File: config.mk
export PLATFORM = sky130hd
export DESIGN_NAME = unidade_controle_rodadas
export DESIGN_NICKNAME = d
export VERILOG_FILES = /design/src/rtl/jogo_pkg.sv /design/src/rtl/contador_timeout.sv /design/src/rtl/unidade_controle_rodadas.sv
export SDC_FILE = /design/constraint.sdc
export NUM_CORES = 1
export LEC_CHECK = 0
export BUFFER_PORTS_ARGS = -buffer_cell sky130_fd_sc_hd__buf_2
export CORE_AREA = 2 2 62 64
export DETAILED_ROUTE_END_ITERATION = 12
export DIE_AREA = 0 0 64 66
export PLACE_DENSITY_LB_ADDON = 0.15
export SKIP_LAST_GASP = 1
export SLEW_MARGIN = 25
export SYNTH_ARGS = -nofsm -noshare
export SYNTH_HDL_FRONTEND = slang
export SYNTH_SLANG_ARGS = --single-unit
File: constraint.sdc
create_clock -name clock -period 2 [get_ports clock]
set_input_delay 0.2 -clock clock [delete_from_list [all_inputs] [get_ports clock]]
set_output_delay 0.2 -clock clock [all_outputs]
set_load 0.05 [all_outputs]
File: src/rtl/jogo_pkg.sv
// Shared definitions for the sequence-memory game control unit:
// state codes, timeout defaults and the Moore output decode.
package jogo_pkg;

  localparam logic [3:0] COD_INICIAL       = 4'h0;
  localparam logic [3:0] COD_PREPARA       = 4'h1;
  localparam logic [3:0] COD_INICIA_RODADA = 4'h2;
  localparam logic [3:0] COD_ESPERA        = 4'h3;
  localparam logic [3:0] COD_REGISTRA      = 4'h4;
  localparam logic [3:0] COD_COMPARA       = 4'h5;
  localparam logic [3:0] COD_PROX_JOGADA   = 4'h6;
  localparam logic [3:0] COD_PROX_RODADA   = 4'h7;
  localparam logic [3:0] COD_FIM_ACERTO    = 4'hA;
  localparam logic [3:0] COD_FIM_TIMEOUT   = 4'hD;
  localparam logic [3:0] COD_FIM_ERRO      = 4'hE;

  // 5 s per play at a 1 kHz game clock
  localparam int TIMEOUT_CICLOS_PADRAO = 5000;
  localparam int TIMEOUT_W_PADRAO      = 13;

  typedef enum logic [3:0] {
    INICIAL       = COD_INICIAL,
    PREPARA       = COD_PREPARA,
    INICIA_RODADA = COD_INICIA_RODADA,
    ESPERA        = COD_ESPERA,
    REGISTRA      = COD_REGISTRA,
    COMPARA       = COD_COMPARA,
    PROX_JOGADA   = COD_PROX_JOGADA,
    PROX_RODADA   = COD_PROX_RODADA,
    FIM_ACERTO    = COD_FIM_ACERTO,
    FIM_TIMEOUT   = COD_FIM_TIMEOUT,
    FIM_ERRO      = COD_FIM_ERRO
  } estado_t;

  typedef struct packed {
    logic zera_rodada;
    logic conta_rodada;
    logic zera_jogada;
    logic conta_jogada;
    logic registra;
    logic pronto;
    logic ganhou;
    logic perdeu;
    logic db_timeout;
  } saidas_t;

  // Moore decode: every datapath enable and status flag is a pure function of the state
  function automatic saidas_t decodifica(estado_t e);
    saidas_t s;
    s = '0;
    case (e)
      PREPARA:       begin s.zera_rodada = 1'b1; s.zera_jogada = 1'b1; end
      INICIA_RODADA: s.zera_jogada  = 1'b1;
      REGISTRA:      s.registra     = 1'b1;
      PROX_JOGADA:   s.conta_jogada = 1'b1;
      PROX_RODADA:   s.conta_rodada = 1'b1;
      FIM_ACERTO:    begin s.pronto = 1'b1; s.ganhou = 1'b1; end
      FIM_ERRO:      begin s.pronto = 1'b1; s.perdeu = 1'b1; end
      FIM_TIMEOUT:   begin s.pronto = 1'b1; s.perdeu = 1'b1; s.db_timeout = 1'b1; end
      default:       s = '0;
    endcase
    return s;
  endfunction

endpackage

File: src/rtl/contador_timeout.sv
// Saturating play-timeout counter: counts up while enabled, holds at M-1,
// cleared synchronously by reset or zera.
module contador_timeout #(
  parameter int M = 5000,
  parameter int N = 13
) (
  input  logic         clock,
  input  logic         reset,
  input  logic         zera,
  input  logic         conta,
  output logic         fim,
  output logic [N-1:0] count
);

  assign fim = (count == N'(M - 1));

  // clear has priority; counting stops at M-1 so the flag never wraps away
  always_ff @(posedge clock) begin
    if (reset || zera)       count <= '0;
    else if (conta && !fim)  count <= count + 1'b1;
  end

endmodule

File: src/rtl/unidade_controle_rodadas.sv
// Round-sequencing control unit for the sequence-memory game. Drives the
// datapath clear/count/load enables from its status flags, owns the per-play
// timeout and reports the game result plus a debug state code.
module unidade_controle_rodadas
  import jogo_pkg::*;
#(
  parameter int TIMEOUT_CICLOS = TIMEOUT_CICLOS_PADRAO,
  parameter int TIMEOUT_W      = TIMEOUT_W_PADRAO
) (
  input  logic       clock,
  input  logic       reset,
  input  logic       jogar,
  input  logic       jogada_feita,
  input  logic       igual_jogada,
  input  logic       fim_jogada,
  input  logic       fim_rodada,
  output logic       zera_rodada,
  output logic       conta_rodada,
  output logic       zera_jogada,
  output logic       conta_jogada,
  output logic       registra,
  output logic       pronto,
  output logic       ganhou,
  output logic       perdeu,
  output logic       db_timeout,
  output logic [3:0] db_estado
);

  estado_t               estado, prox;
  saidas_t               saidas;
  logic                  to_fim;
  logic [TIMEOUT_W-1:0]  to_count;

  // Counter is held at zero outside ESPERA, so every entry starts a fresh window
  contador_timeout #(.M(TIMEOUT_CICLOS), .N(TIMEOUT_W)) u_timeout (
    .clock (clock),
    .reset (reset),
    .zera  (estado != ESPERA),
    .conta (estado == ESPERA),
    .fim   (to_fim),
    .count (to_count)
  );

  // Next-state rules; a button press beats a simultaneous timeout
  always_comb begin
    prox = estado;
    case (estado)
      INICIAL:       if (jogar) prox = PREPARA;
      PREPARA:       prox = INICIA_RODADA;
      INICIA_RODADA: prox = ESPERA;
      ESPERA: begin
        if (jogada_feita) prox = REGISTRA;
        else if (to_fim)  prox = FIM_TIMEOUT;
      end
      REGISTRA:      prox = COMPARA;
      COMPARA: begin
        if (!igual_jogada)    prox = FIM_ERRO;
        else if (!fim_jogada) prox = PROX_JOGADA;
        else if (!fim_rodada) prox = PROX_RODADA;
        else                  prox = FIM_ACERTO;
      end
      PROX_JOGADA:   prox = ESPERA;
      PROX_RODADA:   prox = INICIA_RODADA;
      FIM_ACERTO,
      FIM_ERRO,
      FIM_TIMEOUT:   if (jogar) prox = PREPARA;
      default:       prox = INICIAL;
    endcase
  end

  // State and outputs are registered together so outputs always match db_estado
  always_ff @(posedge clock) begin
    if (reset) begin
      estado <= INICIAL;
      saidas <= '0;
    end else begin
      estado <= prox;
      saidas <= decodifica(prox);
    end
  end

  // The timeout count must saturate, never run past the last legal value
  always_ff @(posedge clock) begin
    if (!reset) assert (int'(to_count) <= TIMEOUT_CICLOS - 1);
  end

  assign zera_rodada  = saidas.zera_rodada;
  assign conta_rodada = saidas.conta_rodada;
  assign zera_jogada  = saidas.zera_jogada;
  assign conta_jogada = saidas.conta_jogada;
  assign registra     = saidas.registra;
  assign pronto       = saidas.pronto;
  assign ganhou       = saidas.ganhou;
  assign perdeu       = saidas.perdeu;
  assign db_timeout   = saidas.db_timeout;
  assign db_estado    = estado;

endmodule
; After elaboration in Yosys (flattened, before gate mapping)
; Cells that the tools add are included.
[op_classes]
addsub = 1
mul = 0
div_mod_pow = 0
magnitude_cmp = 0
eq_ne = 20
n_shift = 0
muxes = 16
n_bitwise = 0
reduce_logical = 10
[ops]
columns = cell, count
row1 = $eq A4 B3 Y1 const B, 7
row2 = $eq A4 B4 Y1 const B, 6
row3 = $mux W4, 6
row4 = $pmux W4 S6, 1
row5 = $add A13 B1 Y13 const B, 1
row6 = $eq A13 B13 Y1 const B, 1
row7 = $eq A4 B2 Y1 const B, 3
row8 = $mux W1, 9
row9 = $eq A4 B1 Y1 const B, 2
row10 = $reduce_or A2 Y1, 4
row11 = $logic_not A4 Y1, 1
row12 = $ne A4 B2 Y1 const B, 1
row13 = $reduce_or A4 Y1, 1
row14 = $reduce_or A3 Y1, 1
row15 = $logic_and A1 B1 Y1, 1
row16 = $logic_not A1 Y1, 1
row17 = $logic_or A1 B1 Y1, 1
[word_totals]
ff_bits = 26
latchBits = 0
ram_bits = 0
mem_bits_ro = 0
out_inout_bits = 13
elab_cells = 58
memories = 0

; Logic depth before layout (Yosys ltp)
[logic_depth]
depth_word = 7
mapped_depth = 7
ltp_nobuf = 6

; By module
; From an unflattened synthesis, not the netlist that was laid out.
[hier_totals]
hier_cells = 151
hier_area_um2 = 1432.6
[by_module_without_submodules]
columns = module, instances, cells_each, area_per_inst_um2
row1 = unidade_controle_rodadas, 1, 68, 719.4
row2 = contador_timeout, 1, 83, 713.2

; Least setup slack after synthesis
; Ideal clock, no wire load.
[synth_path]
path_kind = register to register
from = register estado[3] (netlist: db_estado[3])
to = register saidas, in the netlist registra
t_arrival_ns = 1.962
required_time_ns = 1.911
path_slack_ns = -0.050
stages_incl_launch_ff = 7
path_buffers = 1
synth_period_minus_slack_ns = 2.050
path_cell_list = dfxtp_1 > clkbuf_1 > and4bb_2 > nand2b_1 > o41ai_1 > or2_2 > nor4_4
[synth_between]
elab_chain_cells = 5
word_cells_on_any_way = 20
cone_classes = eq/ne (11) / mux (5) / reduce/logical (4)
[synth_rtl]
columns = item, line_no
row1 = "start, declared", unidade_controle_rodadas.sv:29  ; estado_t estado, prox;
row2 = "start signal, assigned", unidade_controle_rodadas.sv:77  ; estado <= prox;
row3 = "$eq A4 B4 Y1, or another cell as far along", unidade_controle_rodadas.sv:47  ; case (estado)
row4 = "$reduce_or A4 Y1 (no source line), or another cell as far along", -
row5 = $pmux W4 S6 *, unidade_controle_rodadas.sv:47
row6 = $eq A4 B3 Y1 *, jogo_pkg.sv:51  ; case (e)
row7 = $mux W1 *, jogo_pkg.sv:51
row8 = "end signal, assigned", unidade_controle_rodadas.sv:78  ; saidas <= decodifica(prox);
row9 = "end, declared", unidade_controle_rodadas.sv:30  ; saidas_t saidas;
; Every way passes the cells marked *; elsewhere a longest branch is shown, timed or not.
; A chain may end at the register's enable or synchronous reset.

; Worst setup path after layout
[layout_path]
from = register u_timeout.count[3]
to = register saidas, in the netlist db_timeout
[layout_between]
elab_chain_cells = 6
[layout_rtl]
columns = item, line_no
row1 = "start, declared", contador_timeout.sv:12  ; output logic [N-1:0] count
row2 = "start signal, assigned", contador_timeout.sv:20  ; else if (conta && !fim) count <= count + 1'b1;
row3 = $eq A13 B13 Y1, contador_timeout.sv:15  ; assign fim = (count == N'(M - 1));
row4 = $mux W4, unidade_controle_rodadas.sv:53  ; else if (to_fim) prox = FIM_TIMEOUT;
row5 = $mux W4, unidade_controle_rodadas.sv:52  ; if (jogada_feita) prox = REGISTRA;
row6 = $pmux W4 S6, unidade_controle_rodadas.sv:47
row7 = $eq A4 B4 Y1, jogo_pkg.sv:51
row8 = $mux W1, jogo_pkg.sv:51
; No other way between the ends.

==> out/metrics.csv <==
stage,metric,value,unit
clocking,# clock sinks,26,
placed_design,post-detail-place hpwl,1780,um
final_layout,area delta synth->final,16.0,%
drt,drt wl/cell,11.9,um
yosys,syn_nets,138,
power,part of the power in registers,51.0,%
sta,endpoints failing setup,0,
clocking,CTS H-Tree Depth,1,
placed_design,GP Congestion,0.753,
setup_path,RR Startpoint,u_timeout.count[3]$_SDFFE_PP0P_,
die,Initial Util,33.9,%
sta,RSZ-0062 raised after global routing,false,
die,# rows,22,
yosys,top_reg_cell synth,dfxtp_1,
drt,vias,958,
setup_path,critical path endpoint category,register,
yosys,synthesized flop and latch total,26,
setup_path,CP max FO,7,
power,switching power,0.289,mW
die,Die H,66,um
power,switching share of total power,26.5,%
power,Comb pwr share,16.7,%
clocking,Max clock buf depth,2,
sta,f_max,539,MHz
sta,final worst path period share,92.8,%
drt,1st-pass router iterations,4,
yosys,"EDFF count, synth",0,
yosys,Async SR Flop Fraction,0,%
die,area of the core,3550,um2
global_routing,gr usage total,12.5,%
clocking,CTS Hold Bufs,0,
yosys,Syn. warnings,0,
power,clock network power share,32.3,%
clocking,worst skew pair latency,0.31,ns
power,power per cell area,781,nW/um2
sta,relative slew slack,62.8,%
setup_path,Crit Path Class,reg2reg,
sta,clk_skew,0.00456,ns
yosys,Mapped Area,1200,um2
setup_path,critical path data arrival time,2.10,ns
yosys,Mean Syn Cell Area,9.26,um2
sta,Setup TNS Final,0,ns
setup_path,Worst R2R Path Depth,4,
power,Leak,0.537,nW
global_routing,gr ovfl total,0,
sta,final hold violations,0,
placed_design,Inst Count DP,193,
yosys,sequential fraction of the synthesis area,43.2,%
clocking,clock-pin transition on the worst setup and hold timing paths,0.14,ns
clocking,Num CTS Buffers,3,
global_routing,first-pass GRT wire length,4210,um
yosys,post-synthesis instance total,130,
setup_path,Worst Setup SP,u_timeout.count[3]$_SDFFE_PP0P_,
global_routing,largest net degree at the start of global routing,16,
setup_path,reg2reg setup slack,0.14,ns
setup_path,critical path launch point type,register,
run,Max Cap Viol,0,
sta,Tmin final,1.86,ns
placed_design,IO Port Bufs,19,
final_layout,n_diodes,0,
global_routing,vias in the first global route,922,
run_status,status,"finished, final reports clean",
die,DIE AREA,4220,um2
drt,Initial DRC Count,23,
setup_path,worst path required time,2.25,ns
final_layout,ratio of cells with drive above 1 in the final layout,24.2,%
clocking,Post CTS Setup Buffer Count,0,
setup_path,Reg-to-Reg End,db_timeout$_SDFF_PP0_,
final_layout,"non-filler cells, final",197,
clocking,Root Driver,clkbuf_4,
worst_hold_path,hold path cells,2,
drt,Routed Antenna Nets,0,
global_routing,initial antenna violation count,0,
clocking,CTS resizes,0,
drt,DRT Wirelength,2350,um
clocking,CTS tree,done,
sta,Tightest Pin Transition,0.559,ns
worst_hold_path,Hold Startpoint,reset,
drt,DRC,0,
worst_hold_path,min-delay worst type,in2reg,
die,I/O pin total,20,
power,worst vdd ir,474,uV
drt,DR vias/cell,4.86,
worst_hold_path,WHS Endpoint,db_estado[1]$_SDFF_PP0_,
final_layout,nets,158,
sta,count of final max-slew check failures,0,
die,Die X,64,um
power,Internal Power,0.801,mW
yosys,post-synth cell types,41,
final_layout,"commonest non-fill, non-tap cell in the layout",dfxtp_1,
final_layout,most frequent cells in the layout,"dfxtp_1 (23), buf_2 (19), nor2_1 (14), nand2_1 (8), nand2b_1 (8)",
[kinds of logic (layout without fill, tap and decap cells)]
family	Yosys count	after routing	synth area share, %
compound gates	21	21	12.5
xor+xnor	8	8	5.82
fa+ha+maj	1	1	1.04
buf+inv	8	27	3.12
flops	26	26	43.2
mux	1	1	0.832
simple gates	65	65	33.5
[state kept, by name (all words and copies together), names as in the netlist]
signal / flops
conta_rodada: 1
db_timeout: 1
zera_jogada: 1
db_estado: 4
conta_jogada: 1
zera_rodada: 1
registra: 1
u_timeout.count: 13
ganhou: 1
perdeu: 1
pronto: 1
[per-stage QoR]
step                      hold WS [ns]  utilization (%)  power [mW]  setup WS, ns  cell area (um2)
after floorplan                  0.264                -       0.713         0.110             1210
after global placement           0.434             37.8       0.749         0.205             1340
after detailed placement         0.433             37.8       0.749         0.173             1340
after CTS                       0.0808             39.3        1.11         0.122             1400
after global routing            0.0780             39.3        1.15       0.00617             1400
final                           0.0924             39.3        1.09         0.144             1400
[cell type report]
class | count | area [um2]
fillers | 375 | 2150
multi-input cells | 96 | 646
flip-flops and latches | 26 | 524
repair buffers | 20 | 103
well taps | 48 | 60.1
clock inverters | 1 | 30.0
clock buffers | 3 | 22.5
inverters | 3 | 11.3
[power groups by stage]
stage	sequential, mW	combinational [mW]	clock (mW)
after floorplan	0.609	0.104	0
after global placement	0.567	0.182	0
after detailed placement	0.567	0.183	0
after CTS	0.556	0.184	0.368
after global routing	0.560	0.197	0.395
final	0.556	0.182	0.352
[Yosys cell counts, types with 2 or more instances]
master	n	area share, %
or3_1	4	2.1
xor2_1	7	5.1
nand2b_1	8	4.2
nor2b_1	3	1.6
dfxtp_1	26	43
nor3_1	6	2.5
nor2_1	14	4.4
and2_1	2	1.0
inv_1	3	0.94
o221ai_1	2	1.5
and4_1	2	1.5
o21ai_0	6	2.5
a21oi_1	4	1.7
nor4bb_1	2	1.7
clkbuf_1	4	1.2
nand4_1	5	2.6
nand2_1	8	2.5
[worst max-delay path, cell delays in order, from the launching register on]
cell	delay (ns)
dfxtp_1	0.39
or4_4	0.58
o41ai_1	0.42
nand2b_1	0.20
nor3_1	0.19
[layer usage]
metal | vias up | track usage [%] | routed length, um
met3 | 2 | 2.56 | 72
met5 | - | 0 | 0
li1 | 503 | - | -
met1 | 441 | 17.0 | 1210
met2 | 12 | 19.8 | 1050
met4 | 0 | 4.08 | 14
[worst max-delay path by stage]
stage          slack, ns                     end  cells past startpoint
2_1_floorplan       0.11     registra$_SDFF_PP0_                      6
3_3_place_gp        0.21     registra$_SDFF_PP0_                      4
3_5_place_dp        0.17  zera_jogada$_SDFF_PP0_                      5
4_1_cts             0.12  zera_jogada$_SDFF_PP0_                      5
5_1_grt            0.006   db_timeout$_SDFF_PP0_                      4
6_report            0.14   db_timeout$_SDFF_PP0_                      4
Note: power is estimated with default switching activity, not from simulation.
